$ cat src/rtl/alarm_pkg.sv
// Shared types and constants for the alarm sequencer: FSM state encoding,
// BCD time layout and default timing values.
package alarm_pkg;

  typedef enum logic [1:0] {IDLE, RINGING, SNOOZED} alarm_state_t;

  localparam int TIME_W = 24;

  typedef struct packed {
    logic [TIME_W/3-1:0] hh;
    logic [TIME_W/3-1:0] mm;
    logic [TIME_W/3-1:0] ss;
  } bcd_time_t;

  localparam int DEFAULT_RING_SECONDS   = 60;
  localparam int DEFAULT_SNOOZE_SECONDS = 300;
  localparam int CNT_W                  = 12;
  localparam int SNZ_USED_W             = 4;

  function automatic int idx_width(input int n);
    return (n > 1) ? $clog2(n) : 1;
  endfunction

endpackage

$ cat src/rtl/alarm_priority_encoder.sv
// Combinational lowest-index-first priority encoder over the pending alarm vector.
module alarm_priority_encoder
  import alarm_pkg::*;
#(
  parameter  int NUM_ALARMS = 4,
  localparam int IDX_W      = idx_width(NUM_ALARMS)
) (
  input  logic [NUM_ALARMS-1:0] req,
  output logic [IDX_W-1:0]      idx,
  output logic                  valid
);

  // Scanning downwards lets the lowest set bit overwrite any higher one.
  always_comb begin
    idx   = '0;
    valid = |req;
    for (int i = NUM_ALARMS - 1; i >= 0; i--) begin
      if (req[i]) idx = IDX_W'(i);
    end
  end

endmodule

$ cat src/rtl/alarm_sequencer.sv
// Alarm ringing engine: per-second match against alarm slots, pending queue,
// ring/snooze/timeout FSM, hourly chime. Snooze support built only with ALARM_SNOOZE_EN.
module alarm_sequencer
  import alarm_pkg::*;
#(
  parameter  int NUM_ALARMS     = 4,
  parameter  int RING_SECONDS   = DEFAULT_RING_SECONDS,
  parameter  int SNOOZE_SECONDS = DEFAULT_SNOOZE_SECONDS,
  parameter  int MAX_SNOOZE     = 3,
  localparam int IDX_W          = idx_width(NUM_ALARMS)
) (
  input  logic                             clock,
  input  logic                             reset_n,
  input  logic                             tick,
  input  bcd_time_t                        time_data,
  input  bcd_time_t [NUM_ALARMS-1:0]       alarm_data,
  input  logic      [NUM_ALARMS-1:0]       alarm_enable,
  input  logic      [NUM_ALARMS-1:0]       alarm_once,
  input  logic                             dismiss,
  input  logic                             snooze,
  output logic                             ringing,
  output logic      [IDX_W-1:0]            ring_index,
  output logic                             snoozed,
  output logic      [NUM_ALARMS-1:0]       disable_req,
  output logic                             oclock
);

  alarm_state_t          state, state_d;
  logic [IDX_W-1:0]      idx_d, sel_idx;
  logic [CNT_W-1:0]      ring_cnt, ring_cnt_d;
  logic [NUM_ALARMS-1:0] pending, pending_d, match, served_mask, take_mask, disable_d;
  logic                  sel_valid;

`ifdef ALARM_SNOOZE_EN
  logic [CNT_W-1:0]      snz_cnt, snz_cnt_d;
  logic [SNZ_USED_W-1:0] snooze_used, snooze_used_d;
`else
  localparam int unused_snooze_cfg = SNOOZE_SECONDS + MAX_SNOOZE + SNZ_USED_W;
  logic unused_snooze;
  assign unused_snooze = snooze;
`endif

  always_comb begin
    for (int i = 0; i < NUM_ALARMS; i++) begin
      match[i] = alarm_enable[i] && (time_data == alarm_data[i]);
    end
  end

  alarm_priority_encoder #(.NUM_ALARMS(NUM_ALARMS)) u_prio (
    .req   (pending),
    .idx   (sel_idx),
    .valid (sel_valid)
  );

  // NOTE: every variable gets a default before the case so no path leaves one unassigned (no latches).
  always_comb begin
    state_d     = state;
    idx_d       = ring_index;
    ring_cnt_d  = ring_cnt;
    disable_d   = '0;
    take_mask   = '0;
    served_mask = '0;
`ifdef ALARM_SNOOZE_EN
    snz_cnt_d     = snz_cnt;
    snooze_used_d = snooze_used;
`endif
    if (state != IDLE) served_mask[ring_index] = 1'b1;

    case (state)
      IDLE: begin
        if (sel_valid) begin
          state_d            = RINGING;
          idx_d              = sel_idx;
          take_mask[sel_idx] = 1'b1;
          ring_cnt_d         = CNT_W'(RING_SECONDS);
`ifdef ALARM_SNOOZE_EN
          snooze_used_d      = '0;
`endif
        end
      end
      RINGING: begin
        if (!alarm_enable[ring_index]) begin
          state_d = IDLE;
        end else if (dismiss) begin
          state_d               = IDLE;
          disable_d[ring_index] = alarm_once[ring_index];
`ifdef ALARM_SNOOZE_EN
        end else if (snooze && (snooze_used < SNZ_USED_W'(MAX_SNOOZE))) begin
          state_d       = SNOOZED;
          snz_cnt_d     = CNT_W'(SNOOZE_SECONDS);
          snooze_used_d = snooze_used + 1'b1;
`endif
        end else if (tick) begin
          ring_cnt_d = ring_cnt - 1'b1;
          if (ring_cnt_d == '0) begin
            state_d               = IDLE;
            disable_d[ring_index] = alarm_once[ring_index];
          end
        end
      end
`ifdef ALARM_SNOOZE_EN
      SNOOZED: begin
        if (!alarm_enable[ring_index]) begin
          state_d = IDLE;
        end else if (dismiss) begin
          state_d               = IDLE;
          disable_d[ring_index] = alarm_once[ring_index];
        end else if (tick) begin
          snz_cnt_d = snz_cnt - 1'b1;
          if (snz_cnt_d == '0) begin
            state_d    = RINGING;
            ring_cnt_d = CNT_W'(RING_SECONDS);
          end
        end
      end
`endif
      default: state_d = IDLE;
    endcase

    // A slot being served, or taken this cycle, must not be re-queued by its own match.
    pending_d = ((pending & ~take_mask) |
                 (tick ? (match & ~served_mask & ~take_mask) : '0)) & alarm_enable;
  end

  // NOTE: sequential state uses non-blocking assignments so all registers update from pre-edge values.
  always_ff @(posedge clock) begin
    if (!reset_n) begin
      state       <= IDLE;
      ring_index  <= '0;
      ring_cnt    <= '0;
      pending     <= '0;
      disable_req <= '0;
      oclock      <= 1'b0;
`ifdef ALARM_SNOOZE_EN
      snz_cnt     <= '0;
      snooze_used <= '0;
`endif
    end else begin
      state       <= state_d;
      ring_index  <= idx_d;
      ring_cnt    <= ring_cnt_d;
      pending     <= pending_d;
      disable_req <= disable_d;
      oclock      <= tick && (time_data.mm == '0) && (time_data.ss == '0);
`ifdef ALARM_SNOOZE_EN
      snz_cnt     <= snz_cnt_d;
      snooze_used <= snooze_used_d;
`endif
    end
  end

  assign ringing = (state == RINGING);
`ifdef ALARM_SNOOZE_EN
  assign snoozed = (state == SNOOZED);
`else
  assign snoozed = 1'b0;
`endif

endmodule

$ cat config.mk
export PLATFORM = sky130hd
export DESIGN_NAME = alarm_sequencer
export DESIGN_NICKNAME = d
export VERILOG_FILES = /design/src/rtl/alarm_pkg.sv /design/src/rtl/alarm_priority_encoder.sv /design/src/rtl/alarm_sequencer.sv
export SDC_FILE = /design/constraint.sdc
export NUM_CORES = 1
export LEC_CHECK = 0
export CAP_MARGIN = 20
export CORE_MARGIN = 2
export CORE_UTILIZATION = 35
export CTS_CLUSTER_SIZE = 12
export DETAILED_ROUTE_END_ITERATION = 6
export PLACE_DENSITY = 0.78
export SLEW_MARGIN = 20
export SYNTH_ARGS = -nofsm -noshare
export SYNTH_HDL_FRONTEND = slang
export SYNTH_HIERARCHICAL = 1
export SYNTH_SLANG_ARGS = --single-unit
$ cat constraint.sdc
create_clock -name clock -period 1.8 [get_ports clock]
set_input_delay 0.18 -clock clock [delete_from_list [all_inputs] [get_ports clock]]
set_output_delay 0.18 -clock clock [all_outputs]
set_load 0.1 [all_outputs]
Word level (Yosys, flattened, before mapping)

Cells that the tools add are included.

Output and inout port bits: 9
Bits of input ports: 133
Word-level logic and storage cells: 79
Register bits after elaboration: 25

Magnitude comparators: 4
Bitwise operators: 8
Mux-type cells: 30
Add/subtract/negate cells: 1
Reductions and logical operators: 19
Eq/ne operators: 11

Operators with widths:

| cell                                                                                 | number |
|---|---|
| 24-bit equality test                                                                 | 4 |
| 12-bit 2-to-1 mux                                                                    | 4 |
| 4-bit 2-to-1 mux                                                                     | 7 |
| 12-bit case mux with 2 select lines                                                  | 1 |
| 4-bit AND                                                                            | 5 |
| 2-bit 2-to-1 mux                                                                     | 9 |
| 8-bit zero test                                                                      | 2 |
| 12-bit zero test                                                                     | 1 |
| 12-bit by 1-bit subtractor with 12-bit output (second input constant)                | 1 |
| 1-bit logical AND                                                                    | 8 |
| 4-bit inverter                                                                       | 2 |
| 2-bit by 3-bit less-than comparator with 1-bit output (second input constant)        | 2 |
| 2-bit inequality test (second input constant)                                        | 3 |
| 3-bit AND reduction                                                                  | 2 |
| 5-bit AND reduction                                                                  | 1 |
| 1-bit binary-select mux with 2-bit select                                            | 2 |
| 1-bit demux with 2-bit select                                                        | 2 |
| 2-bit by 1-bit greater-or-equal comparator with 1-bit output (second input constant) | 2 |
| 1-bit 2-to-1 mux                                                                     | 4 |
| 4-bit by 3-bit inequality test with 1-bit output (second input constant)             | 1 |
| 4-bit inequality test (second input constant)                                        | 1 |
| 4-bit bitwise OR                                                                     | 1 |
| 2-bit case mux with 2 select lines                                                   | 1 |
| 2-bit nonzero test                                                                   | 2 |
| 5 further kinds                                                                      | 5 |

Depth between registers and ports, before layout

Gate-level depths: netlist of run 1.

Depth in word-level cells: 15
Gate-level depth with buffers: 7
Mapped depth without buffers: 7

Cells and area by module

The synthesis of run 1 kept the hierarchy.

By module, submodules not included:

| module                 | area an instance (um^2) | cells each | times used |
|---|---|---|---|
| alarm_sequencer        | 2436.1                  | 304        | 1 |
| alarm_priority_encoder | 35.0                    | 7          | 1 |

Worst setup path after synthesis of run 1

No wires, ideal clock.

Path kind: reg2reg
Start point: register ring_index[0]
End point: register ring_cnt[7]
Path buffers: 2
Setup time: 0.115 ns
Data required time: 1.685 ns
Setup slack: -0.633 ns
Data arrival time: 2.318 ns
Stages on the path, launching flop included: 8
Cells stage by stage: dfxtp_1 -> buf_6 -> mux4_2 -> and2_4 -> buf_6 -> a21oi_1 -> o22ai_1 -> and2_1

Cells in the longest elaborated chain, start to end: 4

Ends and longest elaborated chain:

| element                                                    | RTL line               | source |
|---|---|---|
| start, declared                                            | alarm_sequencer.sv:22  | `output logic [IDX_W-1:0] ring_index,` |
| start signal, assigned                                     | alarm_sequencer.sv:140 | `ring_index <= idx_d;` |
| 1-bit binary-select mux with 2-bit select                  | alarm_sequencer.sv:82  | `if (!alarm_enable[ring_index]) begin` |
| 1-bit 2-to-1 mux (implied by the code)                     | alarm_sequencer.sv:82  |  |
| 2-bit by 1-bit inequality test with 1-bit output (no line) | --                     |  |
| 5-bit AND reduction (no line)                              | --                     |  |
| end signal, assigned                                       | alarm_sequencer.sv:141 | `ring_cnt <= ring_cnt_d;` |
| end, declared                                              | alarm_sequencer.sv:30  | `logic [CNT_W-1:0] ring_cnt, ring_cnt_d;` |

No other way between the ends. The select of a mux whose other input is x is not followed.
A chain may end at the register's enable or synchronous reset.

Final worst setup path of run 1

Start point: input time_data[11] (netlist bit)
End point: register pending[3]

Cells in the longest elaborated chain, start to end: 7

Ends and longest elaborated chain:

| element                 | RTL line               | source |
|---|---|---|
| start, declared         | alarm_sequencer.sv:15  | `input bcd_time_t time_data,` |
| 24-bit equality test    | alarm_sequencer.sv:45  | `match[i] = alarm_enable[i] && (time_data == alarm_data[i]);` |
| 1-bit logical AND       | alarm_sequencer.sv:45  |  |
| 4-bit AND (2 in series) | alarm_sequencer.sv:122 | `(tick ? (match & ~served_mask & ~take_mask) : '0)) & alarm_enable;` |
| 4-bit 2-to-1 mux        | alarm_sequencer.sv:122 |  |
| 4-bit bitwise OR        | alarm_sequencer.sv:121 | `pending_d = ((pending & ~take_mask) \|` |
| 4-bit AND               | alarm_sequencer.sv:122 |  |
| end signal, assigned    | alarm_sequencer.sv:142 | `pending <= pending_d;` |
| end, declared           | alarm_sequencer.sv:31  | `logic [NUM_ALARMS-1:0] pending, pending_d, match, served_mask, take_mask, disable_d;` |

No other way between the ends.

==> results of run 1 <==
cells in the final DEF, fill, tap and decap left out, types with 4 or more instances in the layout:
cell type / n
clkdlybuf4s50_1: 128
buf_4: 66
xnor2_1: 50
xor2_1: 47
nor2_1: 21
dfxtp_1: 17
nand2_1: 16
nor4_1: 15
a21oi_1: 13
nand4_1: 13
inv_1: 7
nor3_1: 5
o21ai_0: 5
nand3_1: 5
nor4_2: 5
dfxtp_2: 5
a21oi_2: 4
a41oi_1: 4
kinds of logic (layout without fill, tap and decap cells):
kind of cell               Yosys count  after routing  synth area share [%]
AOI/OAI and AO/OA                   47             47                  13.6
xor gates and xnor gates            99             99                  35.1
adders and majority gates            2              2                  1.01
buffers and inverters               33            208                  6.28
DFF                                 24             24                  19.4
muxes                                1              1                 0.911
other                                1              1                 0.152
and+or+nand+nor                    104            104                  23.5
sequential cells by signal (all words and copies together) (netlist names):
signal       cells
pending          4
ring_index       2
state            1
oclock           1
disable_req      4
ring_cnt        12
per-stage QoR:
step                      util (%)  hold slack (ns)  setup TNS [ns]  power [W]  std cells
after CTS                     64.2            0.446               0    0.00170        582
final                         65.3            0.452               0    0.00170        582
after global placement        62.6            0.497           -1.70    0.00121        578
after global routing          65.3            0.483        -0.00790    0.00177        582
after detailed placement      62.6            0.517           -2.17    0.00122        578
after floorplan                  -            0.299          -0.756   0.000784        311
timing repair:
item                                    in CTS  in global routing
gates cloned                                 0                  0
endpoints found under the setup margin       4                 11
hold buffers                                 0                  0
pin swaps                                    1                  8
gates resized for setup                      5                 18
power breakdown:
part           internal [W]  leakage, nW    switching, W
registers          0.000527        0.197  0.000000000114
clock network      0.000297       0.0357        0.000175
logic              0.000438         1.51        0.000259
area by class of cell:
cell class,instances,area [um2],area share (%)
multi-input combinational,254,1930,43.3
timing repair buffer,197,1810,40.7
sequential,24,494,11.1
tap,96,120,2.69
clock buffer,3,41.3,0.926
clock inverter,1,30.0,0.674
inverter,7,26.3,0.589
per-layer routing:
layer | up-vias | global-route usage, % | share of wire, %
met3 | 24 | 4.43 | 6.4
met1 | 1376 | 32.6 | 42
met2 | 109 | 46.3 | 48
met4 | 0 | 7.02 | 3.2
li1 | 1437 | - | -
met5 | - | 0 | 0
worst max-delay path, stage by stage:
cell and delay (ns):
clkdlybuf4s50_1 0.45, xnor2_1 0.24, nand4_1 0.17, nor4_2 0.34
buf_4 0.17, a41oi_1 0.12, a311oi_1 0.26
how the worst max path moves through the flow:
| stage | cells past startpoint | endpoint | slack [ns] |
|---|---|---|---|
| after floorplan | 7 | ring_cnt[7]$_SDFFE_PN0P_ | -0.15 |
| after global placement | 7 | pending[3]$_SDFF_PN0_ | -0.30 |
| after detailed placement | 7 | pending[3]$_SDFF_PN0_ | -0.30 |
| after CTS | 5 | state[0]$_SDFFE_PN0P_ | 0.01 |
| after global routing | 6 | state[0]$_SDFFE_PN0P_ | -0.005 |
| final | 7 | pending[3]$_SDFF_PN0_ | 0.06 |
==> reports/qor.txt, run 1 <==
Layout fillers -> 567
cell area power density -> 381 nW/um2
worst slack at placement -> -0.298 ns
Die Area -> 7750 um2
Iter 0 DRT Violations -> 207
CP Capture Type -> flip-flop
Clock Latency Late Sink -> 0.27 ns
TritonCTS clock tree -> yes
Initial Util -> 36.2%
share of cells above drive strength 1 -> 21.0%
Area after DPL -> 4280 um2
vias in the first global route -> 3031
Crit Path Class -> in2reg
post-CTS setup repair buffer count -> 0
Fin Clk Skew -> 0.00791 ns
GP Congestion -> 0.978
R2R cell count -> 5
worst min path class -> in2reg
# rows -> 30
outcome -> completed
Synth Register Bits -> 24
sequential-to-total area share from yosys stat -> 19.4%
post-DP HPWL -> 8580 um
Post-Route WL -> 10200 um
post-synth top area share -> 19.4%
gr usage total -> 26.1%
Worst Path Arrival -> 1.92 ns
initial antenna violation count -> 0
Total Nets Final -> 622
ranking of synthesized cells by area -> dfxtp_1 19%, xnor2_1 18%, xor2_1 17%
I/O pins -> 142
area leader, netlist -> dfxtp_1
Post-synth EDFFs -> 0
hold path start -> alarm_once[0]
Yosys warning count -> 6
# port buffers -> 139
top post-synthesis cells by count -> 51 x xnor2_1, 48 x xor2_1, 24 x dfxtp_1
ANT cells -> 0
first-pass GRT wire length -> 15500 um
Yosys cell types -> 54
# DRC -> 0
clock-pin slew on the worst setup and hold paths -> 0.09 ns
syn_nets -> 446
Die Ht -> 88.0 um
Final period util -> 96.7%
Num CTS Buffers -> 3
worst reg2reg endpoint -> state[0]$_SDFFE_PN0P_
syn avg cell area -> 7.95 um2
peak supply drop -> 0.218 mV
critical-path maximum fanout -> 2
asr flop ratio synth -> 0%
Sink Count -> 24
Worst Path Required -> 1.98 ns
final hold vios -> 0
Hold Path End -> disable_req[0]$_SDFF_PN0_
DRT antenna net count -> 0
FF-to-FF setup slack -> 0.09 ns
largest net degree at the start of global routing -> 15
top-count cell post-synth -> xnor2_1
core region area -> 6830 um2
Leak -> 1.74 nW
post-synthesis cell count -> 311
clock root cell -> clkbuf_8
Max Fclk -> 575 MHz
Setup WS post-layout -> 0.0596 ns
routed len/inst -> 17.5 um
reg2reg start -> ring_cnt[4]$_SDFFE_PN0P_
cell area after synthesis -> 2470 um2
Clock Tree Buf Depth -> 2
Area Overhead vs Synth -> 80.4%
Tmin final -> 1.74 ns
H-tree depth -> 1
total grt overflow -> 0
final design instance area without fill -> 4460 um2
crit path from -> time_data[11]
First-pass DRT Iterations -> 4
Max Transition Viols Final -> 0
CP startpoint kind -> input pin
Setup-failing EPs final -> 0
Min-Delay Path Depth -> 3
number of vias per cell -> 5.06
DR vias -> 2946
die width -> 88.0 um
max cap viols -> 0
Synth Flop Type -> dfxtp_1
Power figures use the tool's default switching activity.
==> run 2: changes to the inputs <==
==> constraint.sdc (replaced) <==
create_clock -name clock -period 1.8 [get_ports clock]
set_input_delay 0.18 -clock clock [delete_from_list [all_inputs] [get_ports clock]]
set_output_delay 0.18 -clock clock [all_outputs]
set_load 0.02 [all_outputs]
==> run 2 against run 1 <==
Effect of this change:
- first-iteration DRC count decreased by 24%
- worst hold slack worse by 0.012 ns
- final area down 0.28%
- sequential share of layout area decreased by 0.25 points
- clock skew decreased by 0.0053 ns
- die area stayed put
- setup slack improved by 0.041 ns
- critical path depth did not move
- sequential cell count unchanged
- clock power down 21%
- combinational power is 2% lower
- largest cell class is now non-clock buffers
- highest routed layer unchanged
==> reports/qor.txt, run 2 (synthesis results as in run 1) <==
final design instance area without fill -> 4450 um2 (-0.28%)
ANT cells -> 0 (unchanged)
DR vias -> 2979 (+1.1%)
# rows -> 30 (unchanged)
Die Ht -> 88.0 um (unchanged)
# port buffers -> 139 (unchanged)
Fin Clk Skew -> 0.00259 ns (-0.00533 ns)
WL met1 -> 4260 um (-1.2%)
met2 WL -> 4680 um (-4.4%)
commonest non-fill, non-tap cells in the layout -> 132 x clkdlybuf4s50_1, 64 x buf_4, 51 x xnor2_1
Tmin final -> 1.70 ns (-0.0413 ns)
critical-path maximum fanout -> 5 (+3)
final hold vios -> 0 (unchanged)
largest registers -> ring_cnt: 12 flops, disable_req: 4 flops, pending: 4 flops
cell area power density -> 356 nW/um2 (-6.4%)
largest reg by FF count -> ring_cnt
highest metal used -> met4
number of vias per cell -> 5.07 (about the same)
peak supply drop -> 0.236 mV (+8.1%)
Area after DPL -> 4320 um2 (+0.99%)
die width -> 88.0 um (unchanged)
DRT antenna net count -> 0 (unchanged)
post-DP HPWL -> 8530 um (-0.57%)
Area Overhead vs Synth -> 79.9%
Num CTS Buffers -> 3 (unchanged)
power share of the combinational group -> 42.9% (+1.8 points)
H-tree depth -> 1 (unchanged)
clock-pin slew on the worst setup and hold paths -> 0.09 ns (about the same)
Final period util -> 94.4% (-2.3 points)
largest net degree at the start of global routing -> 14 (-1)
Clock Latency Late Sink -> 0.27 ns (about the same)
worst min path class -> in2reg
share of cells above drive strength 1 -> 17.5% (-3.5 points)
Clock Tree Buf Depth -> 2 (unchanged)
Die Area -> 7750 um2 (unchanged)
Leak -> 1.74 nW (+0.16%)
sw frac -> 26.7% (+1.1 points)
Initial Util -> 36.2% (unchanged)
setup TNS -> 0 ns (unchanged)
total grt overflow -> 0 (unchanged)
CP Capture Type -> flip-flop
Max Fclk -> 589 MHz (+2.4%)
part of the power in registers -> 33.5% (+2.4 points)
Largest register FFs -> 12 (unchanged)
First-pass DRT Iterations -> 4 (unchanged)
clock power share -> 23.6% (-4.2 points)
Worst Path Arrival -> 1.91 ns (about the same)
Total Nets Final -> 628 (+0.96%)
placed insts -> 582 (+0.69%)
Worst Path Required -> 2.01 ns (+0.03 ns)
post-layout util -> 65.1% (-0.18 points)
Iter 0 DRT Violations -> 158 (-24%)
Max Transition Viols Final -> 0 (unchanged)
initial antenna violation count -> 0 (unchanged)
vias in the first global route -> 3030 (-0.033%)
# DRC -> 0 (unchanged)
GP Congestion -> 0.930 (-4.9%)
outcome -> completed
gr usage total -> 26.4% (+0.35 points)
clock root cell -> clkbuf_8
commonest non-fill, non-tap cell in the layout -> clkdlybuf4s50_1
Setup-failing EPs final -> 0 (unchanged)
TritonCTS clock tree -> yes
metal3 WL -> 707 um (+7.6%)
final cell count without fillers -> 588 (+1.0%)
core region area -> 6830 um2 (unchanged)
Sink Count -> 24 (unchanged)
routed len/inst -> 17.0 um (-2.8%)
I/O pins -> 142 (unchanged)
first-pass GRT wire length -> 15700 um (+1.4%)
Crit Path Class -> in2reg
max cap viols -> 0 (unchanged)
Internal -> 0.00116 W (-8.0%)
CP startpoint kind -> input pin
P_sw -> 0.000422 W (-2.7%)
Power Total -> 0.00158 W (-6.6%)
Post-Route WL -> 10000 um (-1.8%)
run 2: cell count changes in the layout (fill, tap and decap cells not counted), sizes merged:
cell / delta
dlygate4sd2: +1
dlymetal6s2s: +3
buf: -2
bufinv: -1
clkdlybuf4s50: +4
clkbuf: +1
run 2: critical path, cell delays in order:
cell and delay, ns:
clkdlybuf4s50_1 0.67, xnor2_1 0.16, nand4_1 0.12, nor4_1 0.37, buf_4 0.19, a41oi_1 0.11, nor2_1 0.12
run 2: routing by layer:
metal | global-route usage, % | up-vias
li1 | - | 1460
met1 | 35.3 | 1360
met2 | 43.9 | 133
met3 | 3.77 | 26
met4 | 8.82 | 0
met5 | 0 | -
run 2: path summary, 6_finish.rpt:
path,startpoint,endpoint,slack [ns],depth (start not counted)
setup / recovery,time_data[15],pending[0]$_SDFF_PN0_,0.10,7
hold / removal,alarm_once[0],disable_req[0]$_SDFF_PN0_,0.44,3
setup reg to reg,ring_index[1]$_SDFFE_PN0P_,pending[1]$_SDFF_PN0_,0.14,7
hold reg to reg,ring_cnt[10]$_SDFFE_PN0P_,ring_cnt[10]$_SDFFE_PN0P_,0.52,1
run 2: timing repair:
action / CTS / global route
gates resized for setup: 5 / 9
setup endpoints to repair: 3 / 10
buffers inserted: 0 / 2
hold buffers: 0 / 0
pin swaps: 0 / 6
run 2: power groups by stage:
stage          combinational [W]  clock, W  sequential, W
2_1_floorplan           0.000237         0       0.000543
3_3_place_gp            0.000657         0       0.000543
3_5_place_dp            0.000668         0       0.000543
4_1_cts                 0.000677  0.000376       0.000530
5_1_grt                 0.000725  0.000402       0.000530
6_report                0.000680  0.000374       0.000530
run 2: cell type report:
| class | count | area (um2) |
|---|---|---|
| clock buffer | 4 | 55.1 |
| fill | 556 | 2390 |
| inverter | 7 | 26.3 |
| multi-input combinational | 254 | 1880 |
| sequential | 24 | 482 |
| tap | 96 | 120 |
| timing repair buffer | 203 | 1890 |
run 2: metrics by stage:
stage | setup slack, ns | hold WS [ns]
3_3_place_gp | -0.301 | 0.493
6_report | 0.101 | 0.440
2_1_floorplan | 0.0266 | 0.299
4_1_cts | 0.00693 | 0.440
3_5_place_dp | -0.313 | 0.504
5_1_grt | -0.00342 | 0.445
==> run 3: changes to the inputs <==
--- a/config.mk
+++ b/config.mk
@@ -6,6 +6,7 @@
 export NUM_CORES = 1
 export LEC_CHECK = 0
 export CAP_MARGIN = 20
+export CORE_ASPECT_RATIO = 1.1
 export CORE_MARGIN = 2
 export CORE_UTILIZATION = 35
 export CTS_CLUSTER_SIZE = 12
==> run 3 against run 2 <==
Effect of this change:
- combinational power fell by 1%
- wire length fell by 8.6%
- critical path depth decreased by 2
- utilization fell by 1.9 points
- sequential cell count did not move
- first-iteration DRC count shrank 34%
- non-clock buffer count shrank 9
- clock skew is 0.0043 ns higher
- total power is essentially flat
- global-route usage fell by 3.3 points
- die area about the same
- setup slack got worse by 0.018 ns
- critical path type is now reg2reg
- largest cell class is now multi-input gates
==> reports/qor.txt, run 3 (synthesis results as in run 1) <==
Power Total -> 0.00158 W (about the same)
# port buffers -> 139 (unchanged)
critical-path maximum fanout -> 5 (unchanged)
post-DP HPWL -> 8010 um (-6.1%)
Buf+Inv Stages, Crit Path -> 0 (-2)
core region area -> 6930 um2 (+1.4%)
initial antenna violation count -> 0 (unchanged)
gr usage total -> 23.2% (-3.3 points)
number of vias per cell -> 5.18 (+2.2%)
Die Area -> 7750 um2 (about the same)
I/O pins -> 142 (unchanged)
crit-path max cell delay -> 0.41 ns (-0.26 ns)
First-pass DRT Iterations -> 4 (unchanged)
peak supply drop -> 0.296 mV (+25%)
Post-Route WL -> 9150 um (-8.6%)
Largest register FFs -> 12 (unchanged)
Tmin final -> 1.72 ns (+0.0185 ns)
Max-slew headroom -> 65.6%
total grt overflow -> 0 (unchanged)
Min-Delay Path Depth -> 3 (unchanged)
slowest stage cell, crit path -> or3_1
Max Fclk -> 582 MHz (-1.1%)
Leak -> 1.66 nW (-4.5%)
worst reg2reg endpoint -> state[0]$_SDFFE_PN0P_
ANT cells -> 0 (unchanged)
TritonCTS clock tree -> yes
Setup-failing EPs final -> 0 (unchanged)
GR Util met2 -> 44.8% (+0.90 points)
Fin Clk Skew -> 0.00688 ns (+0.00430 ns)
Clock Tree Buf Depth -> 2 (unchanged)
hold path start -> alarm_once[0]
largest registers -> ring_cnt: 12 flops, disable_req: 4 flops, pending: 4 flops
CP startpoint kind -> flip-flop
Layout fillers -> 562 (+1.1%)
first-pass GRT wire length -> 14300 um (-9.0%)
largest net degree at the start of global routing -> 14 (unchanged)
final design instance area without fill -> 4380 um2 (-1.6%)
Worst Path Required -> 1.97 ns (-0.04 ns)
commonest non-fill, non-tap cells in the layout -> 139 x clkdlybuf4s50_1, 55 x buf_4, 50 x xnor2_1
vias in the first global route -> 3080 (+1.7%)
worst min path class -> in2reg
Area Overhead vs Synth -> 77.1%
GRT busiest layer -> met2
Hold Path End -> disable_req[0]$_SDFF_PN0_
share of cells above drive strength 1 -> 16.4% (-1.1 points)
# DRC -> 0 (unchanged)
reg2reg start -> ring_cnt[2]$_SDFFE_PN0P_
routed len/inst -> 16.1 um (-5.4%)
worst-path cell chain -> or3_1 > o41ai_2 > o31a_1 > a41oi_4 > a22o_1
H-tree depth -> 1 (unchanged)
die width -> 84.1 um (-4.4%)
cell area power density -> 362 nW/um2 (+1.7%)
Max Transition Viols Final -> 0 (unchanged)
post-CTS setup repair buffer count -> 0 (unchanged)
R2R cell count -> 5 (-2)
GP Congestion -> 0.944 (+1.5%)
Worst Path Arrival -> 1.89 ns (-0.02 ns)
Setup WS post-layout -> 0.0825 ns (-0.0185 ns)
DRT antenna net count -> 0 (unchanged)
Multi-input gate area -> 1900 um2 (+1.3%)
Final period util -> 95.4% (+1.0 points)
final hold vios -> 0 (unchanged)
met3 Usage GRT -> 4.14% (+0.37 points)
Die Ht -> 92.1 um (+4.7%)
largest reg by FF count -> ring_cnt
Iter 0 DRT Violations -> 105 (-34%)
max cap viols -> 0 (unchanged)
Sink Count -> 24 (unchanged)
Clock Latency Late Sink -> 0.28 ns (about the same)
outcome -> completed
top cell family by delay on the critical path -> compound AO/OA/AOI/OAI gates
clock root cell -> clkbuf_8
WHS -> 0.445 ns (+0.00468 ns)
worst slack at placement -> -0.103 ns (+0.210 ns)
Reg area -> 482 um2 (unchanged)
commonest non-fill, non-tap cell in the layout -> clkdlybuf4s50_1
DR vias -> 2941 (-1.3%)
# rows -> 32 (+6.7%)
Area after DPL -> 4250 um2 (-1.5%)
Total Nets Final -> 619 (-1.4%)
FF-to-FF setup slack -> 0.08 ns (-0.06 ns)
unrepaired setup endpoints after global routing -> yes
post-layout util -> 63.2% (-1.9 points)
clock-pin slew on the worst setup and hold paths -> 0.09 ns (about the same)
CP Capture Type -> flip-flop
Worst-Margin Slew -> 0.512 ns
Num CTS Buffers -> 3 (unchanged)
Hold-fix buffers, CTS -> 0 (unchanged)
Initial Util -> 35.7% (-0.50 points)
routing usage on met1 -> 24.3% (-11 points)
Crit Path Class -> reg2reg
==> run 3: cell count changes in the layout (fill, tap and decap cells not counted), sizes merged <==
cell,delta
buf,-9
clkdlybuf4s50,+7
dlygate4sd2,-1
dlymetal6s2s,-6
==> run 3: what timing repair did <==
| action | in CTS | in global routing |
|---|---|---|
| pin swaps | 1 | 0 |
| cloned | 0 | 0 |
| resized for setup | 1 | 9 |
| endpoints found under the setup margin | 6 | 4 |
==> run 3: layer usage <==
metal	share of wire, %	vias to the layer above	routed length, um
met5	0	-	0
met4	2.5	0	233
met3	7.4	17	676
met2	54	130	4960
met1	36	1362	3280
li1	-	1432	-
==> run 3: how the worst max path moves through the flow <==
stage                                from                   endpoint  cells past startpoint
3_5_place_dp                 time_data[3]      pending[1]$_SDFF_PN0_                      6
5_1_grt          ring_cnt[1]$_SDFFE_PN0P_  ring_cnt[10]$_SDFFE_PN0P_                      8
2_1_floorplan  ring_index[0]$_SDFFE_PN0P_   ring_cnt[7]$_SDFFE_PN0P_                      7
3_3_place_gp                 time_data[0]      pending[3]$_SDFF_PN0_                      5
4_1_cts          ring_cnt[2]$_SDFFE_PN0P_      state[0]$_SDFFE_PN0P_                      5
6_report         ring_cnt[2]$_SDFFE_PN0P_      state[0]$_SDFFE_PN0P_                      5
==> run 3: through the flow <==
stage / setup TNS (ns) / std cells
after floorplan: 0 / 311
after global placement: -0.576 / 564
after detailed placement: -0.967 / 564
after CTS: 0 / 568
after global routing: -0.0403 / 568
final: 0 / 568
==> run 3: worst register-to-register path: stages, from the launching register on <==
cell,delay (ns)
dfxtp_1,0.33
or3_1,0.41
o41ai_2,0.21
o31a_1,0.24
a41oi_4,0.18
a22o_1,0.24
==> run 3: layout make-up <==
class	count	share of cell area [%]
Tap cell	85	2.43
Clock buffer	4	1.26
Inverter	7	0.601
Multi-Input combinational cell	254	43.5
Timing Repair Buffer	194	41.2
Sequential cell	24	11.0
==> run 3: report_power, final <==
part	internal, W	switching [W]	total [W]
sequential	0.000530	0.0000000000665	0.000530
combinational	0.000433	0.000238	0.000671
clock	0.000196	0.000188	0.000384
